## src/rtl/mem_1rw_req_ctrl_pkg.sv

```systemverilog
// Shared definitions for the 1RW RAM request controller: grant encodings and
// the RAM read-latency helper.
package mem_1rw_req_ctrl_pkg;

    typedef enum logic {
        GRANT_WR = 1'b0,
        GRANT_RD = 1'b1
    } grant_e;

    // A registered RAM output adds one cycle to the read latency.
    function automatic int mem_rd_lat(input bit dout_reg);
        return dout_reg ? 2 : 1;
    endfunction

endpackage

```

## src/rtl/mem_1rw_rsp_fifo.sv

```systemverilog
// First-word-fall-through register FIFO that buffers RAM read data until the
// consumer takes it. Pointers carry one extra wrap bit to tell full from empty.
module mem_1rw_rsp_fifo #(
    parameter int WIDTH_DATA = 8,
    parameter int DEPTH      = 4
) (
    input  logic                  clk,
    input  logic                  rst,
    input  logic                  push,
    input  logic [WIDTH_DATA-1:0] push_data,
    input  logic                  pop,
    output logic [WIDTH_DATA-1:0] pop_data,
    output logic                  full,
    output logic                  empty
);
    localparam int AW = $clog2(DEPTH);

    logic [AW:0]           wr_ptr_reg;
    logic [AW:0]           rd_ptr_reg;
    logic [WIDTH_DATA-1:0] data_reg [DEPTH];

    always_ff @(posedge clk or posedge rst) begin
        if (rst) begin
            wr_ptr_reg <= '0;
            rd_ptr_reg <= '0;
        end else begin
            if (push) wr_ptr_reg <= wr_ptr_reg + 1'b1;
            if (pop)  rd_ptr_reg <= rd_ptr_reg + 1'b1;
        end
    end

    // Storage needs no reset: an entry is only visible once its pointer passes it.
    for (genvar gi = 0; gi < DEPTH; gi++) begin : g_entry
        always_ff @(posedge clk) begin
            if (push && (wr_ptr_reg[AW-1:0] == AW'(gi)))
                data_reg[gi] <= push_data;
        end
    end

    assign empty    = (wr_ptr_reg == rd_ptr_reg);
    assign full     = (wr_ptr_reg[AW] != rd_ptr_reg[AW]) &&
                      (wr_ptr_reg[AW-1:0] == rd_ptr_reg[AW-1:0]);
    assign pop_data = empty ? '0 : data_reg[rd_ptr_reg[AW-1:0]];

endmodule

```

## src/rtl/mem_1rw_req_ctrl.sv

```systemverilog
// Arbitrates write and read request channels onto one 1RW RAM port, tracks the
// RAM read latency, and returns read data in order through a credited buffer.
module mem_1rw_req_ctrl
    import mem_1rw_req_ctrl_pkg::*;
#(
    parameter int    WIDTH_DATA = 8,
    parameter int    WIDTH_ADDR = 8,
    parameter string DOUT_REG   = "false",
    parameter int    RSP_DEPTH  = 4
) (
    input  logic                          clk,
    input  logic                          rst,
    input  logic                          wr_req_valid,
    output logic                          wr_req_ready,
    input  logic [WIDTH_ADDR-1:0]         wr_req_addr,
    input  logic [WIDTH_DATA-1:0]         wr_req_data,
    input  logic                          rd_req_valid,
    output logic                          rd_req_ready,
    input  logic [WIDTH_ADDR-1:0]         rd_req_addr,
    output logic                          rd_rsp_valid,
    input  logic                          rd_rsp_ready,
    output logic [WIDTH_DATA-1:0]         rd_rsp_data,
    output logic [WIDTH_ADDR-1:0]         mem_addr,
    output logic                          mem_wen,
    output logic [WIDTH_DATA-1:0]         mem_din,
    output logic                          mem_ren,
    input  logic [WIDTH_DATA-1:0]         mem_dout,
    output logic [$clog2(RSP_DEPTH):0]    rd_inflight
);
    localparam int RD_LAT = mem_rd_lat(DOUT_REG == "true");
    localparam int CW     = $clog2(RSP_DEPTH) + 1;

    if ((RSP_DEPTH < RD_LAT + 1) || ((RSP_DEPTH & (RSP_DEPTH - 1)) != 0)) begin : g_bad_depth
        $error("RSP_DEPTH must be a power of 2 and at least read latency + 1");
    end

    grant_e                last_grant_reg, last_grant_next;
    logic [CW-1:0]         inflight_reg, inflight_next;
    logic [RD_LAT-1:0]     pipe_reg, pipe_next;
    logic [WIDTH_ADDR-1:0] addr_hold_reg;
    logic [WIDTH_DATA-1:0] din_hold_reg;

    logic credit_ok, wr_win, rd_win, wr_acc, rd_acc;
    logic rsp_push, rsp_pop, rsp_full, rsp_empty;

    assign credit_ok = (inflight_reg < CW'(RSP_DEPTH));

    always_comb begin
        wr_win          = wr_req_valid &
                          (~rd_req_valid | ~credit_ok | (last_grant_reg == GRANT_RD));
        rd_win          = rd_req_valid & credit_ok & ~wr_win;
        wr_req_ready    = ~rst & ~rd_win;
        rd_req_ready    = ~rst & credit_ok & ~wr_win;
        wr_acc          = wr_req_valid & wr_req_ready;
        rd_acc          = rd_req_valid & rd_req_ready;
        last_grant_next = last_grant_reg;
        if (wr_acc)      last_grant_next = GRANT_WR;
        else if (rd_acc) last_grant_next = GRANT_RD;
        mem_wen  = wr_acc;
        mem_ren  = rd_acc;
        mem_addr = addr_hold_reg;
        if (wr_acc)      mem_addr = wr_req_addr;
        else if (rd_acc) mem_addr = rd_req_addr;
        mem_din  = wr_acc ? wr_req_data : din_hold_reg;
    end

    // Bit 0 marks a read issued this cycle; the top bit lines up with valid mem_dout.
    assign pipe_next[0] = rd_acc;
    for (genvar gi = 1; gi < RD_LAT; gi++) begin : g_pipe
        assign pipe_next[gi] = pipe_reg[gi-1];
    end

    assign rsp_pop       = rd_rsp_valid & rd_rsp_ready;
    assign rsp_push      = pipe_reg[RD_LAT-1] & (~rsp_full | rsp_pop);
    assign inflight_next = inflight_reg + CW'(rd_acc) - CW'(rsp_pop);
    assign rd_rsp_valid  = ~rsp_empty;
    assign rd_inflight   = inflight_reg;

    always_ff @(posedge clk or posedge rst) begin
        if (rst) begin
            last_grant_reg <= GRANT_RD;
            inflight_reg   <= '0;
            pipe_reg       <= '0;
            addr_hold_reg  <= '0;
            din_hold_reg   <= '0;
        end else begin
            last_grant_reg <= last_grant_next;
            inflight_reg   <= inflight_next;
            pipe_reg       <= pipe_next;
            addr_hold_reg  <= mem_addr;
            din_hold_reg   <= mem_din;
        end
    end

    mem_1rw_rsp_fifo #(
        .WIDTH_DATA (WIDTH_DATA),
        .DEPTH      (RSP_DEPTH)
    ) u_rsp_fifo (
        .clk       (clk),
        .rst       (rst),
        .push      (rsp_push),
        .push_data (mem_dout),
        .pop       (rsp_pop),
        .pop_data  (rd_rsp_data),
        .full      (rsp_full),
        .empty     (rsp_empty)
    );

endmodule

```

## config.mk

```make
export PLATFORM = sky130hd
export DESIGN_NAME = mem_1rw_req_ctrl
export DESIGN_NICKNAME = d
export VERILOG_FILES = /design/src/rtl/mem_1rw_req_ctrl_pkg.sv /design/src/rtl/mem_1rw_rsp_fifo.sv /design/src/rtl/mem_1rw_req_ctrl.sv
export SDC_FILE = /design/constraint.sdc
export NUM_CORES = 1
export LEC_CHECK = 0
export CAP_MARGIN = 20
export CELL_PAD_IN_SITES_DETAIL_PLACEMENT = 2
export CELL_PAD_IN_SITES_GLOBAL_PLACEMENT = 2
export CORE_MARGIN = 2
export CORE_UTILIZATION = 30
export CTS_BUF_LIST = sky130_fd_sc_hd__clkbuf_8 sky130_fd_sc_hd__clkbuf_16
export CTS_CLUSTER_SIZE = 20
export DETAILED_ROUTE_END_ITERATION = 10
export GPL_TIMING_DRIVEN = 0
export PLACE_DENSITY = 0.81
export SYNTH_ARGS = -nofsm -noshare
export SYNTH_HDL_FRONTEND = slang
export SYNTH_SLANG_ARGS = --single-unit
```

## constraint.sdc

```tcl
create_clock -name clk -period 2.2 [get_ports clk]
set_input_delay 0.44 -clock clk [delete_from_list [all_inputs] [get_ports clk]]
set_output_delay 0.44 -clock clk [all_outputs]
set_load 0.02 [all_outputs]
```

==> flow_summary.html, run 1 <==
<table>
<tr><th>Metric</th><th>Value</th></tr>
<tr><th colspan="2">Worst setup path</th></tr>
<tr><td>Req. time, crit path</td><td>1.76 ns</td></tr>
<tr><td>Family with the most delay on the worst path</td><td>buffers and inverters</td></tr>
<tr><td>Largest driver fanout on the critical path</td><td>5</td></tr>
<tr><td>Worst Setup Start Kind</td><td>register</td></tr>
<tr><td>Crit path arrival time</td><td>1.97 ns</td></tr>
<tr><td>Category of the worst setup path capture point</td><td>primary output</td></tr>
<tr><td>Combined buffer and inverter count along the critical path</td><td>4</td></tr>
<tr><td>CP peak stage delay</td><td>roughly 0.45 ns</td></tr>
<tr><td>Setup Crit Path Kind</td><td>reg2out</td></tr>
<tr><td>Cell Chain, Critical Path</td><td>buf_12 -&gt; xor2_4 -&gt; buf_4 -&gt; nor3_4 -&gt; buf_6 -&gt; and2b_1 -&gt; buf_6</td></tr>
<tr><td>Slowest CP cell</td><td>dfrtp_2</td></tr>
<tr><td>Most repeated library cell on the critical path</td><td>buf_6</td></tr>
<tr><th colspan="2">Clocking</th></tr>
<tr><td>CTS buffer count</td><td>9</td></tr>
<tr><td>Longest Clk Path Bufs</td><td>2</td></tr>
<tr><td>CTS root buf</td><td>clkbuf_8</td></tr>
<tr><td>Clock tree from TritonCTS</td><td>yes</td></tr>
<tr><td>Count of hold-fix buffers inserted at cts</td><td>0</td></tr>
<tr><td>Latest clock arrival within the worst-skew pair</td><td>0.34 ns</td></tr>
<tr><td>Number of levels in the clock H-tree</td><td>3</td></tr>
<tr><td>Reg clk slew, reported paths</td><td>0.08 ns</td></tr>
<tr><td>Clock tree sinks</td><td>between 50 and 60</td></tr>
<tr><th colspan="2">Global route</th></tr>
<tr><td>Overflow left after global routing</td><td>0</td></tr>
<tr><td>Number of global-route vias before repair</td><td>2,280</td></tr>
<tr><td>Number of antenna violations at the first check in global routing</td><td>0</td></tr>
<tr><td>Pin count of the biggest net entering global routing</td><td>16</td></tr>
<tr><td>Global-route wire length before repair</td><td>13.4 mm</td></tr>
<tr><td>Overall Global Routing Usage</td><td>18.5%</td></tr>
<tr><th colspan="2">STA</th></tr>
<tr><td>Period utilization</td><td>109%</td></tr>
<tr><td>Maximum clock skew at final layout</td><td>~0.0082 ns</td></tr>
<tr><td>Number of endpoints failing setup at the final stage</td><td>26</td></tr>
<tr><td>Maximum achievable frequency</td><td>~420 MHz</td></tr>
<tr><td>Min cycle time layout</td><td>2.41 ns</td></tr>
<tr><td>Count of final hold-check violations</td><td>0</td></tr>
<tr><td>Setup repair after global routing missed its margin</td><td>true</td></tr>
<tr><td>Max transition margin</td><td>52.6%</td></tr>
<tr><td>Tightest Pin Transition</td><td>0.710 ns</td></tr>
<tr><td>Slew Limit Fails</td><td>0</td></tr>
<tr><td>Worst-case setup margin in the final layout</td><td>-0.208 ns</td></tr>
<tr><td>Worst Hold Margin</td><td>between 0.2 and 0.3 ns</td></tr>
<tr><td>Setup TNS</td><td>-2.83 ns</td></tr>
<tr><th colspan="2">Logic synthesis</th></tr>
<tr><td>Sequential cell area fraction in the yosys report</td><td>approximately three fifths</td></tr>
<tr><td>Number of synthesized register bits</td><td>59</td></tr>
<tr><td>Number of distinct library cell variants in the gate-level netlist after synthesis</td><td>37</td></tr>
<tr><td>Synthesized netlist net count</td><td>222</td></tr>
<tr><td>Number of synthesis warnings</td><td>0</td></tr>
<tr><td>Top area cells in the synthesized netlist</td><td>edfxtp_1 35%, dfrtp_1 24%, mux4_1 7.7%</td></tr>
<tr><td>Synthesized area</td><td>2720 µm²</td></tr>
<tr><td>Cell type contributing the most total cell area after synthesis</td><td>edfxtp_1</td></tr>
<tr><td>Synthesized area per cell</td><td>15.3 µm²</td></tr>
<tr><td>Post-Syn Instances</td><td>approximately 180</td></tr>
<tr><td>Top cell type's share of synthesized area</td><td>35.3%</td></tr>
<tr><th colspan="2">Outcome</th></tr>
<tr><td>Violations in the final reports</td><td>setup timing</td></tr>
<tr><td>Run status</td><td>complete, but fails checks</td></tr>
<tr><th colspan="2">Power and ir drop</th></tr>
<tr><td>Internal Power</td><td>4000 µW</td></tr>
<tr><td>Max IR drop VDD</td><td>0.000567 V</td></tr>
<tr><td>Clock network fraction of design power</td><td>15.3%</td></tr>
<tr><td>LEAKAGE</td><td>0.00172 µW</td></tr>
<tr><td>PD cells</td><td>1460 nW/µm²</td></tr>
<tr><td>Seq pwr share</td><td>between 20% and 30%</td></tr>
<tr><td>Combinational group share of total power</td><td>58.8%</td></tr>
<tr><td>Net switching fraction of the power</td><td>38.2%</td></tr>
<tr><td>Total power consumption of the routed design</td><td>6480 µW</td></tr>
<tr><td>Reported net switching power</td><td>about 2500 µW</td></tr>
<tr><th colspan="2">Die</th></tr>
<tr><td>Vertical extent of the die</td><td>99.2 µm</td></tr>
<tr><td>Die area</td><td>9850 µm²</td></tr>
<tr><td>CORE AREA</td><td>8760 µm²</td></tr>
<tr><td>Initial cell density of the core</td><td>31.1%</td></tr>
<tr><td>Std cell rows</td><td>34</td></tr>
<tr><td>Number of placed I/O pins</td><td>just under 70</td></tr>
<tr><td>Die Span X</td><td>99.2 µm</td></tr>
<tr><th colspan="2">Route</th></tr>
<tr><td>Via density</td><td>4.97</td></tr>
<tr><td>Count of unresolved DRC violations after routing</td><td>0</td></tr>
<tr><td>Post-DRT Antenna Nets</td><td>0</td></tr>
<tr><td>Wirelength, routed</td><td>approximately 8.7 mm</td></tr>
<tr><td>DR WL/cell</td><td>roughly 21 µm</td></tr>
<tr><td>Number of vias in the routed layout</td><td>2,026</td></tr>
<tr><td>First-iteration detailed-routing DRC count</td><td>46</td></tr>
<tr><td>First drt pass iteration count</td><td>4</td></tr>
<tr><th colspan="2">Worst hold path</th></tr>
<tr><td>Type of the tightest min-delay check</td><td>in2async</td></tr>
<tr><th colspan="2">Place</th></tr>
<tr><td>Routability congestion estimate</td><td>0.743</td></tr>
<tr><td>HPWL after detailed placement</td><td>4.99 mm</td></tr>
<tr><td>Number of port buffers</td><td>68</td></tr>
<tr><th colspan="2">Final layout</th></tr>
<tr><td>Max FFs per register</td><td>32</td></tr>
<tr><td>Layout cells sized above 1</td><td>49.0%</td></tr>
<tr><td>Fillcell total</td><td>842</td></tr>
<tr><td>Highest-count cells in the layout ignoring fill and taps</td><td>36 x buf_6, 36 x clkdlybuf4s50_1, 32 x edfxtp_1, 24 x dfrtp_1, 24 x buf_4</td></tr>
<tr><td>NumNets Final</td><td>around 340</td></tr>
<tr><td>Area Growth Syn to Fin</td><td>63.2%</td></tr>
<tr><td>Antenna cell count</td><td>0</td></tr>
<tr><th colspan="2">Run</th></tr>
<tr><td># Max-Cap Violations</td><td>0</td></tr>
</table>
-- power groups by stage --
| stage | logic [µW] | clock network [µW] | registers [µW] |
|---|---|---|---|
| 3_5_place_dp | 2460 | 0 | 1650 |
| 3_3_place_gp | 2360 | 0 | 1620 |
| 6_report | 3810 | 993 | 1680 |
| 2_1_floorplan | 1490 | 0 | 1630 |
| 5_1_grt | 4070 | 1070 | 1710 |
| 4_1_cts | 3300 | 1010 | 1670 |
-- synthesized netlist by cell type (all sizes together) --
cell type,number
nor2,5
o21ai,8
o311ai,2
o31ai,1
a31oi,8
buf,4
o21a,1
a211oi,1
nand2b,3
nand3b,1
dfrtp,26
nand4b,8
inv,10
a21oi,2
nor2b,1
mux2,10
fa,1
xor2,3
ha,6
or4,1
xnor2,7
nor3,10
clkbuf,3
or2,1
nor3b,1
o41ai,1
a21o,1
and2b,7
dfstp,1
nand2,4
mux4,8
edfxtp,32
-- worst paths after layout --
kind	end	from	cells after the start	slack, ns
worst min-delay path	u_rsp_fifo.wr_ptr_reg[0]	rst	2	0.26
worst max-delay path	rd_rsp_data[1]	u_rsp_fifo.rd_ptr_reg[0]	7	-0.21
max in group asynchronous	addr_hold_reg[4]	rst	3	1.41
min in group clk	din_hold_reg[6]	din_hold_reg[6]	1	0.50
worst max register to register	rd_inflight[2]	u_rsp_fifo.rd_ptr_reg[0]	10	-0.19
worst min register to register	din_hold_reg[6]	din_hold_reg[6]	1	0.50
-- logic make-up (layout without fill, tap and decap cells) --
| group | after synthesis | count (layout) | synth area share [%] |
|---|---|---|---|
| flops | 59 | 59 | 60.2 |
| compound gates | 25 | 25 | 6.94 |
| fa+ha+maj | 7 | 7 | 3.49 |
| xor+xnor | 10 | 10 | 4.60 |
| mux | 18 | 18 | 12.0 |
| buf+inv | 17 | 138 | 2.99 |
| simple gates | 42 | 43 | 9.79 |
-- layout make-up --
| type | count | area (µm²) | area share (%) |
|---|---|---|---|
| repair buffers | 105 | 1060 | 23.8 |
| clock inverters | 7 | 68.8 | 1.55 |
| well taps | 108 | 135 | 3.04 |
| repair inverters | 1 | 8.76 | 0.197 |
| plain buffers | 6 | 83.8 | 1.89 |
| flip-flops and latches | 59 | 1640 | 36.9 |
| clock buffers | 9 | 124 | 2.79 |
| multi-input cells | 103 | 1280 | 28.7 |
| inverters | 10 | 45.0 | 1.01 |
-- per-stage QoR --
stage	setup WS [ns]	instance area (µm²)	util (%)	std cells
floorplan	0.0489	2730	-	178
global placement	-0.974	3540	40.4	354
detailed placement	-1.03	3570	40.8	355
CTS	-0.195	4270	48.7	390
global route	-0.308	4440	50.7	408
finish	-0.208	4440	50.7	408
-- per-layer routing --
| layer | up-vias | wire (µm) | GRT usage, % |
|---|---|---|---|
| met5 | - | 0 | 0 |
| met1 | 1043 | 3520 | 22.2 |
| met3 | 14 | 432 | 4.43 |
| met4 | 0 | 180 | 7.90 |
| li1 | 904 | - | - |
| met2 | 65 | 4570 | 31.8 |
-- timing repair --
item                       in CTS  in global routing
resized for setup             240                 34
setup endpoints to repair      39                 34
pin swaps                      11                 18
cloned                          4                  0
setup buffers                  16                 20
(Power assumes the default switching activity.)
==> run 2, diff against run 1 <==
Settings changed: REMOVE_ABC_BUFFERS from default to 1.
==> flow_summary.html, run 2 (same netlist as run 1, synthesis figures left out) <==
<table>
<tr><th>Metric</th><th>Value</th></tr>
<tr><th colspan="2">Clocking</th></tr>
<tr><td>Longest Clk Path Bufs</td><td>2 (unchanged)</td></tr>
<tr><td>Count of hold-fix buffers inserted at cts</td><td>0 (unchanged)</td></tr>
<tr><td>Clock tree sinks</td><td>59 (unchanged)</td></tr>
<tr><td>Reg clk slew, reported paths</td><td>0.08 ns (about the same)</td></tr>
<tr><td>Number of levels in the clock H-tree</td><td>3 (unchanged)</td></tr>
<tr><td>Latest clock arrival within the worst-skew pair</td><td>0.34 ns (about the same)</td></tr>
<tr><td>Clock tree from TritonCTS</td><td>yes (unchanged)</td></tr>
<tr><td>CTS root buf</td><td>clkbuf_8 (unchanged)</td></tr>
<tr><td>CTS buffer count</td><td>9 (unchanged)</td></tr>
<tr><th colspan="2">Worst setup path</th></tr>
<tr><td>Req. time, crit path</td><td>1.76 ns (about the same)</td></tr>
<tr><td>Most repeated library cell on the critical path</td><td>buf_6 (unchanged)</td></tr>
<tr><td>Reg2reg path depth</td><td>10 (unchanged)</td></tr>
<tr><td>Setup slack on the worst flop-to-flop path</td><td>-0.10 ns (was -0.19 ns)</td></tr>
<tr><td>End of the worst register-to-register path</td><td>rd_inflight[2] (unchanged)</td></tr>
<tr><td>Category of the worst setup path capture point</td><td>primary output (unchanged)</td></tr>
<tr><td>Launch instance of the worst register-to-register path</td><td>u_rsp_fifo.rd_ptr_reg[0] (unchanged)</td></tr>
<tr><td>Slowest CP cell</td><td>dfstp_2 (was dfrtp_2)</td></tr>
<tr><td>Crit path arrival time</td><td>1.90 ns (was 1.97 ns)</td></tr>
<tr><td>Largest driver fanout on the critical path</td><td>5 (unchanged)</td></tr>
<tr><td>End point of the critical path</td><td>mem_din[5] (was rd_rsp_data[1])</td></tr>
<tr><td>CP peak stage delay</td><td>0.57 ns (was 0.45 ns)</td></tr>
<tr><td>Worst Setup Start Kind</td><td>register (unchanged)</td></tr>
<tr><td>Setup Crit Path Kind</td><td>reg2out (unchanged)</td></tr>
<tr><td>Setup crit start</td><td>last_grant_reg (was u_rsp_fifo.rd_ptr_reg[0])</td></tr>
<tr><td>Cell Chain, Critical Path</td><td>nor3b_4 -&gt; or2_4 -&gt; buf_6 -&gt; inv_8 -&gt; mux2_4 -&gt; buf_6 (was buf_12 -&gt; xor2_4 -&gt; buf_4 -&gt; nor3_4 -&gt; buf_6 -&gt; and2b_1 -&gt; buf_6)</td></tr>
<tr><th colspan="2">Route</th></tr>
<tr><td>Post-DRT Antenna Nets</td><td>0 (unchanged)</td></tr>
<tr><td>Wirelength, routed</td><td>8.24 mm (was 8.71 mm)</td></tr>
<tr><td>First drt pass iteration count</td><td>4 (unchanged)</td></tr>
<tr><td>Via density</td><td>4.92 (was 4.97)</td></tr>
<tr><td>Count of unresolved DRC violations after routing</td><td>0 (unchanged)</td></tr>
<tr><td>DR WL/cell</td><td>21.0 µm (was 21.3 µm)</td></tr>
<tr><td>First-iteration detailed-routing DRC count</td><td>57 (was 46)</td></tr>
<tr><td>Number of vias in the routed layout</td><td>1,933 (was 2,026)</td></tr>
<tr><th colspan="2">Die</th></tr>
<tr><td>Std cell rows</td><td>34 (unchanged)</td></tr>
<tr><td>Die Span X</td><td>99.2 µm (unchanged)</td></tr>
<tr><td>Die area</td><td>9850 µm² (unchanged)</td></tr>
<tr><td>Vertical extent of the die</td><td>99.2 µm (unchanged)</td></tr>
<tr><td>Number of placed I/O pins</td><td>69 (unchanged)</td></tr>
<tr><td>Initial cell density of the core</td><td>31.1% (unchanged)</td></tr>
<tr><td>CORE AREA</td><td>8760 µm² (unchanged)</td></tr>
<tr><th colspan="2">Final layout</th></tr>
<tr><td>Antenna cell count</td><td>0 (unchanged)</td></tr>
<tr><td>Layout cells sized above 1</td><td>44.6% (was 49.0%)</td></tr>
<tr><td>Area Growth Syn to Fin</td><td>56.6% (was 63.2%)</td></tr>
<tr><td>NumNets Final</td><td>324 (was 339)</td></tr>
<tr><td>Utilization after layout</td><td>48.6% (was 50.7%)</td></tr>
<tr><td>Commonest non-fill, non-tap cell in the layout</td><td>clkdlybuf4s50_1</td></tr>
<tr><td>Highest-count cells in the layout ignoring fill and taps</td><td>36 x clkdlybuf4s50_1, 32 x edfxtp_1, 24 x buf_6, 24 x buf_4, 21 x dfrtp_1 (was 36 x buf_6, 36 x clkdlybuf4s50_1, 32 x edfxtp_1, 24 x dfrtp_1, 24 x buf_4)</td></tr>
<tr><td>Max FFs per register</td><td>32 (unchanged)</td></tr>
<tr><th colspan="2">Power and ir drop</th></tr>
<tr><td>LEAKAGE</td><td>0.00163 µW (was 0.00172 µW)</td></tr>
<tr><td>Total power consumption of the routed design</td><td>6140 µW (was 6480 µW)</td></tr>
<tr><td>Max IR drop VDD</td><td>0.000511 V (was 0.000567 V)</td></tr>
<tr><td>PD cells</td><td>1440 nW/µm² (was 1460 nW/µm²)</td></tr>
<tr><th colspan="2">STA</th></tr>
<tr><td>Min cycle time layout</td><td>2.34 ns (was 2.41 ns)</td></tr>
<tr><td>Setup repair after global routing missed its margin</td><td>true (unchanged)</td></tr>
<tr><td>Slew Limit Fails</td><td>0 (unchanged)</td></tr>
<tr><td>Max transition margin</td><td>55.2% (was 52.6%)</td></tr>
<tr><td>Number of endpoints failing setup at the final stage</td><td>22 (was 26)</td></tr>
<tr><td>Worst-case setup margin in the final layout</td><td>-0.140 ns (was -0.208 ns)</td></tr>
<tr><td>Maximum achievable frequency</td><td>427 MHz (was 415 MHz)</td></tr>
<tr><td>Tightest Pin Transition</td><td>0.664 ns (was 0.710 ns)</td></tr>
<tr><td>Count of final hold-check violations</td><td>0 (unchanged)</td></tr>
<tr><td>Period utilization</td><td>106% (was 109%)</td></tr>
<tr><td>Maximum clock skew at final layout</td><td>0.00708 ns (was 0.00816 ns)</td></tr>
<tr><th colspan="2">Global route</th></tr>
<tr><td>Number of global-route vias before repair</td><td>2,210 (was 2,280)</td></tr>
<tr><td>Overall Global Routing Usage</td><td>17.1% (was 18.5%)</td></tr>
<tr><td>Pin count of the biggest net entering global routing</td><td>17 (was 16)</td></tr>
<tr><td>Overflow left after global routing</td><td>0 (unchanged)</td></tr>
<tr><td>Number of antenna violations at the first check in global routing</td><td>0 (unchanged)</td></tr>
<tr><td>Global-route wire length before repair</td><td>12.5 mm (was 13.4 mm)</td></tr>
<tr><th colspan="2">Place</th></tr>
<tr><td>Number of port buffers</td><td>68 (unchanged)</td></tr>
<tr><td>Routability congestion estimate</td><td>0.714 (was 0.743)</td></tr>
<tr><td>HPWL after detailed placement</td><td>4.78 mm (was 4.99 mm)</td></tr>
<tr><th colspan="2">Outcome</th></tr>
<tr><td>Violations in the final reports</td><td>setup timing (unchanged)</td></tr>
<tr><td>Run status</td><td>complete, but fails checks (unchanged)</td></tr>
<tr><th colspan="2">Run</th></tr>
<tr><td># Max-Cap Violations</td><td>0 (unchanged)</td></tr>
<tr><th colspan="2">Worst hold path</th></tr>
<tr><td>Type of the tightest min-delay check</td><td>in2async (unchanged)</td></tr>
</table>
==> run 2: where the power goes <==
group | leakage, µW | switching [µW] | internal [µW]
combinational | 0.000924 | 1600 | 1740
clock | 0.000106 | 482 | 645
sequential | 0.000598 | 220 | 1450
==> run 2: critical path: cells and delay by family, from the launching register on <==
family                 cells  cell delay (ns)
flip-flops                 1             0.57
buffers and inverters      3             0.35
AND/OR/NAND/NOR            2             0.33
multiplexers               1             0.32
==> run 2: timing repair <==
action,CTS,global route
pin swaps,7,17
buffers inserted,20,7
gates cloned,2,0
resized for setup,190,57
endpoints found under the setup margin,71,54
endpoints found under the hold margin,0,0
==> run 2: area by class of cell <==
cell class | instances | area [µm²]
fillers | 854 | 4500
flip-flops and latches | 59 | 1650
clock buffers | 9 | 124
inverters | 10 | 48.8
repair buffers | 97 | 982
multi-input cells | 102 | 1210
repair inverters | 1 | 11.3
well taps | 108 | 135
clock inverters | 7 | 101
==> run 2: per-layer routing <==
layer / GRT usage, % / up-vias / wire [µm]
li1: - / 882 / -
met1: 18.8 / 974 / 3150
met2: 31.5 / 63 / 4580
met3: 4.01 / 14 / 339
met4: 6.74 / 0 / 178
met5: 0 / - / 0
==> run 2: per-stage QoR <==
stage / hold WS [ns] / setup slack, ns / setup TNS, ns / instance area [µm²] / std cells
after global placement: 0.481 / -1.48 / -42.46 / 3490 / 347
final: 0.244 / -0.140 / -1.79 / 4260 / 393
after detailed placement: 0.487 / -1.43 / -44.92 / 3520 / 348
after floorplan: 0.500 / -0.0631 / -0.0631 / 2680 / 171
after global routing: 0.254 / -0.208 / -3.52 / 4260 / 393
after CTS: 0.432 / -0.208 / -2.79 / 4060 / 386
==> run 2: how the worst min path moves through the flow <==
stage                        to  slack (ns)  cells past startpoint
2_1_floorplan  addr_hold_reg[0]        0.50                      1
3_3_place_gp    din_hold_reg[5]        0.48                      1
3_5_place_dp    din_hold_reg[6]        0.49                      1
4_1_cts        addr_hold_reg[3]        0.43                      3
5_1_grt        addr_hold_reg[3]        0.25                      3
6_report       addr_hold_reg[3]        0.24                      3
==> run 3, diff against run 2 <==
Settings changed: CELL_PAD_IN_SITES_DETAIL_PLACEMENT 2 to 1, CELL_PAD_IN_SITES_GLOBAL_PLACEMENT 2 to 1, CORE_UTILIZATION 30 to 36, PLACE_DENSITY 0.81 to 0.82.
==> flow_summary.html, run 3 (same netlist as run 1, synthesis figures left out) <==
<table>
<tr><th>Metric</th><th>Value</th></tr>
<tr><th colspan="2">Clocking</th></tr>
<tr><td>CTS root buf</td><td>clkbuf_8 (unchanged)</td></tr>
<tr><td>Clock tree sinks</td><td>59 (unchanged)</td></tr>
<tr><td>Clock tree from TritonCTS</td><td>yes (unchanged)</td></tr>
<tr><td>Reg clk slew, reported paths</td><td>0.07 ns (was 0.08 ns)</td></tr>
<tr><td>Latest clock arrival within the worst-skew pair</td><td>0.34 ns (about the same)</td></tr>
<tr><td>Longest Clk Path Bufs</td><td>2 (unchanged)</td></tr>
<tr><td>Count of hold-fix buffers inserted at cts</td><td>0 (unchanged)</td></tr>
<tr><td>CTS buffer count</td><td>9 (unchanged)</td></tr>
<tr><td>Number of levels in the clock H-tree</td><td>3 (unchanged)</td></tr>
<tr><th colspan="2">Worst setup path</th></tr>
<tr><td>End point of the critical path</td><td>rd_rsp_data[2] (was mem_din[5])</td></tr>
<tr><td>Category of the worst setup path capture point</td><td>primary output (unchanged)</td></tr>
<tr><td>Crit path arrival time</td><td>1.89 ns (was 1.90 ns)</td></tr>
<tr><td>Setup slack on the worst flop-to-flop path</td><td>-0.11 ns (was -0.10 ns)</td></tr>
<tr><td>Launch instance of the worst register-to-register path</td><td>u_rsp_fifo.rd_ptr_reg[0] (unchanged)</td></tr>
<tr><td>Setup crit start</td><td>u_rsp_fifo.rd_ptr_reg[0] (was last_grant_reg)</td></tr>
<tr><td>Slowest CP cell</td><td>dfrtp_4 (was dfstp_2)</td></tr>
<tr><td>Req. time, crit path</td><td>1.76 ns (about the same)</td></tr>
<tr><td>Most repeated library cell on the critical path</td><td>buf_6 (unchanged)</td></tr>
<tr><td>Largest driver fanout on the critical path</td><td>4 (was 5)</td></tr>
<tr><td>Setup Crit Path Kind</td><td>reg2out (unchanged)</td></tr>
<tr><td>Cell Chain, Critical Path</td><td>buf_8 -&gt; buf_4 -&gt; buf_6 -&gt; mux4_2 -&gt; nor2b_4 -&gt; buf_6 (was nor3b_4 -&gt; or2_4 -&gt; buf_6 -&gt; inv_8 -&gt; mux2_4 -&gt; buf_6)</td></tr>
<tr><td>Reg2reg path depth</td><td>10 (unchanged)</td></tr>
<tr><td>CP peak stage delay</td><td>0.50 ns (was 0.57 ns)</td></tr>
<tr><td>Worst Setup Start Kind</td><td>register (unchanged)</td></tr>
<tr><td>End of the worst register-to-register path</td><td>rd_inflight[2] (unchanged)</td></tr>
<tr><th colspan="2">Final layout</th></tr>
<tr><td>Layout cells sized above 1</td><td>45.9% (was 44.6%)</td></tr>
<tr><td>Fillcell total</td><td>739 (was 854)</td></tr>
<tr><td>Antenna cell count</td><td>0 (unchanged)</td></tr>
<tr><td>NumNets Final</td><td>322 (was 324)</td></tr>
<tr><td>Commonest non-fill, non-tap cell in the layout</td><td>clkdlybuf4s50_1 (unchanged)</td></tr>
<tr><td>Utilization after layout</td><td>56.9% (was 48.6%)</td></tr>
<tr><td>Highest-count cells in the layout ignoring fill and taps</td><td>36 x clkdlybuf4s50_1, 32 x edfxtp_1, 28 x buf_6, 22 x dfrtp_1, 22 x buf_4 (was 36 x clkdlybuf4s50_1, 32 x edfxtp_1, 24 x buf_6, 24 x buf_4, 21 x dfrtp_1)</td></tr>
<tr><td>Finished Layout Cells</td><td>382 (was 393)</td></tr>
<tr><td>Max FFs per register</td><td>32 (unchanged)</td></tr>
<tr><td>Fin area</td><td>4150 µm² (was 4260 µm²)</td></tr>
<tr><td>Area Growth Syn to Fin</td><td>52.5% (was 56.6%)</td></tr>
<tr><th colspan="2">Route</th></tr>
<tr><td>Post-DRT Antenna Nets</td><td>0 (unchanged)</td></tr>
<tr><td>DR WL/cell</td><td>19.8 µm (was 21.0 µm)</td></tr>
<tr><td>Count of unresolved DRC violations after routing</td><td>0 (unchanged)</td></tr>
<tr><td>Via density</td><td>5.05 (was 4.92)</td></tr>
<tr><td>First drt pass iteration count</td><td>4 (unchanged)</td></tr>
<tr><td>Wirelength, routed</td><td>7.55 mm (was 8.24 mm)</td></tr>
<tr><td>Number of vias in the routed layout</td><td>1,929 (was 1,933)</td></tr>
<tr><td>First-iteration detailed-routing DRC count</td><td>51 (was 57)</td></tr>
<tr><th colspan="2">Die</th></tr>
<tr><td>Std cell rows</td><td>31 (was 34)</td></tr>
<tr><td>CORE AREA</td><td>7290 µm² (was 8760 µm²)</td></tr>
<tr><td>Number of placed I/O pins</td><td>69 (unchanged)</td></tr>
<tr><td>Initial cell density of the core</td><td>37.3% (was 31.1%)</td></tr>
<tr><td>Die Span X</td><td>90.9 µm (was 99.2 µm)</td></tr>
<tr><td>Die area</td><td>8270 µm² (was 9850 µm²)</td></tr>
<tr><td>Vertical extent of the die</td><td>90.9 µm (was 99.2 µm)</td></tr>
<tr><th colspan="2">Power and ir drop</th></tr>
<tr><td>PD cells</td><td>1410 nW/µm² (was 1440 nW/µm²)</td></tr>
<tr><td>LEAKAGE</td><td>0.00159 µW (was 0.00163 µW)</td></tr>
<tr><td>Max IR drop VDD</td><td>0.000532 V (was 0.000511 V)</td></tr>
<tr><th colspan="2">STA</th></tr>
<tr><td>Tightest Pin Transition</td><td>0.595 ns (was 0.664 ns)</td></tr>
<tr><td>Max transition margin</td><td>60.3% (was 55.2%)</td></tr>
<tr><td>Maximum achievable frequency</td><td>428 MHz (was 427 MHz)</td></tr>
<tr><td>Slew Limit Fails</td><td>0 (unchanged)</td></tr>
<tr><td>Period utilization</td><td>106% (about the same)</td></tr>
<tr><td>Setup repair after global routing missed its margin</td><td>true (unchanged)</td></tr>
<tr><td>Worst Hold Margin</td><td>0.233 ns (was 0.244 ns)</td></tr>
<tr><td>Count of final hold-check violations</td><td>0 (unchanged)</td></tr>
<tr><td>Worst-case setup margin in the final layout</td><td>-0.134 ns (was -0.140 ns)</td></tr>
<tr><td>Number of endpoints failing setup at the final stage</td><td>24 (was 22)</td></tr>
<tr><td>Min cycle time layout</td><td>2.33 ns (was 2.34 ns)</td></tr>
<tr><td>Maximum clock skew at final layout</td><td>0.00991 ns (was 0.00708 ns)</td></tr>
<tr><th colspan="2">Worst hold path</th></tr>
<tr><td>Type of the tightest min-delay check</td><td>in2async (unchanged)</td></tr>
<tr><th colspan="2">Global route</th></tr>
<tr><td>Global-route wire length before repair</td><td>11.2 mm (was 12.5 mm)</td></tr>
<tr><td>Overflow left after global routing</td><td>0 (unchanged)</td></tr>
<tr><td>Pin count of the biggest net entering global routing</td><td>23 (was 17)</td></tr>
<tr><td>Number of antenna violations at the first check in global routing</td><td>0 (unchanged)</td></tr>
<tr><td>Overall Global Routing Usage</td><td>17.8% (was 17.1%)</td></tr>
<tr><td>Number of global-route vias before repair</td><td>2,151 (was 2,210)</td></tr>
<tr><th colspan="2">Outcome</th></tr>
<tr><td>Run status</td><td>complete, but fails checks (unchanged)</td></tr>
<tr><td>Violations in the final reports</td><td>setup timing (unchanged)</td></tr>
<tr><th colspan="2">Run</th></tr>
<tr><td># Max-Cap Violations</td><td>0 (unchanged)</td></tr>
<tr><th colspan="2">Place</th></tr>
<tr><td>Routability congestion estimate</td><td>0.748 (was 0.714)</td></tr>
<tr><td>Number of port buffers</td><td>68 (unchanged)</td></tr>
<tr><td>HPWL after detailed placement</td><td>4.22 mm (was 4.78 mm)</td></tr>
<tr><td>Area after detailed placement</td><td>3510 µm² (was 3520 µm²)</td></tr>
<tr><td>Total placed cells including tap cells</td><td>339 (was 348)</td></tr>
</table>
run 3: worst min path at each step:
stage / from / endpoint / slack, ns / cells past startpoint
4_1_cts: rst / u_rsp_fifo.rd_ptr_reg[0] / 0.40 / 3
6_report: rst / u_rsp_fifo.rd_ptr_reg[0] / 0.23 / 3
3_3_place_gp: din_hold_reg[7] / din_hold_reg[7] / 0.48 / 1
3_5_place_dp: din_hold_reg[1] / din_hold_reg[1] / 0.49 / 1
5_1_grt: rst / u_rsp_fifo.rd_ptr_reg[0] / 0.24 / 3
2_1_floorplan: rst / addr_hold_reg[0] / 0.50 / 1
run 3: repair_timing:
item	in CTS	in global routing
cloned	0	1
pin swaps	7	9
resized for setup	192	51
endpoints found under the setup margin	71	53
buffers inserted	20	6
run 3: report_power, final:
part,switching [µW],leakage (µW),internal (µW)
clock network,469,0.0000958,528
registers,239,0.000599,1450
logic,1530,0.000894,1650
total,2240,0.00159,3630
run 3: layer usage:
metal | up-vias | global-route usage (%) | wire length (µm)
met2 | 57 | 29.6 | 3960
met1 | 980 | 21.4 | 2990
met4 | 0 | 9.72 | 265
met3 | 21 | 3.98 | 331
met5 | - | 0 | 0
li1 | 871 | - | -
run 3: final cells by class:
class	count	area [µm²]	share of cell area (%)
sequential	59	1650	39.7
multi-input combinational	102	1180	28.5
timing repair buffer	95	943	22.7
clock buffer	9	124	2.99
tap	99	124	2.99
clock inverter	7	76.3	1.84
inverter	10	48.8	1.18
timing repair inverter	1	6.26	0.151
run 3: metrics by stage:
stage / total power, µW / worst slack (ns) / setup TNS [ns]
finish: 5870 / -0.134 / -1.32
global route: 6150 / -0.186 / -3.05
CTS: 5480 / -0.103 / -1.30
detailed placement: 4000 / -1.38 / -41.80
global placement: 3890 / -1.35 / -37.57
floorplan: 3050 / -0.0631 / -0.0631
run 3: critical path, delay by kind of cell (launching register included):
family / cells / cell delay [ns]
muxes: 1 / 0.42
buffers and inverters: 4 / 0.50
DFF: 1 / 0.50
and+or+nand+nor: 1 / 0.14
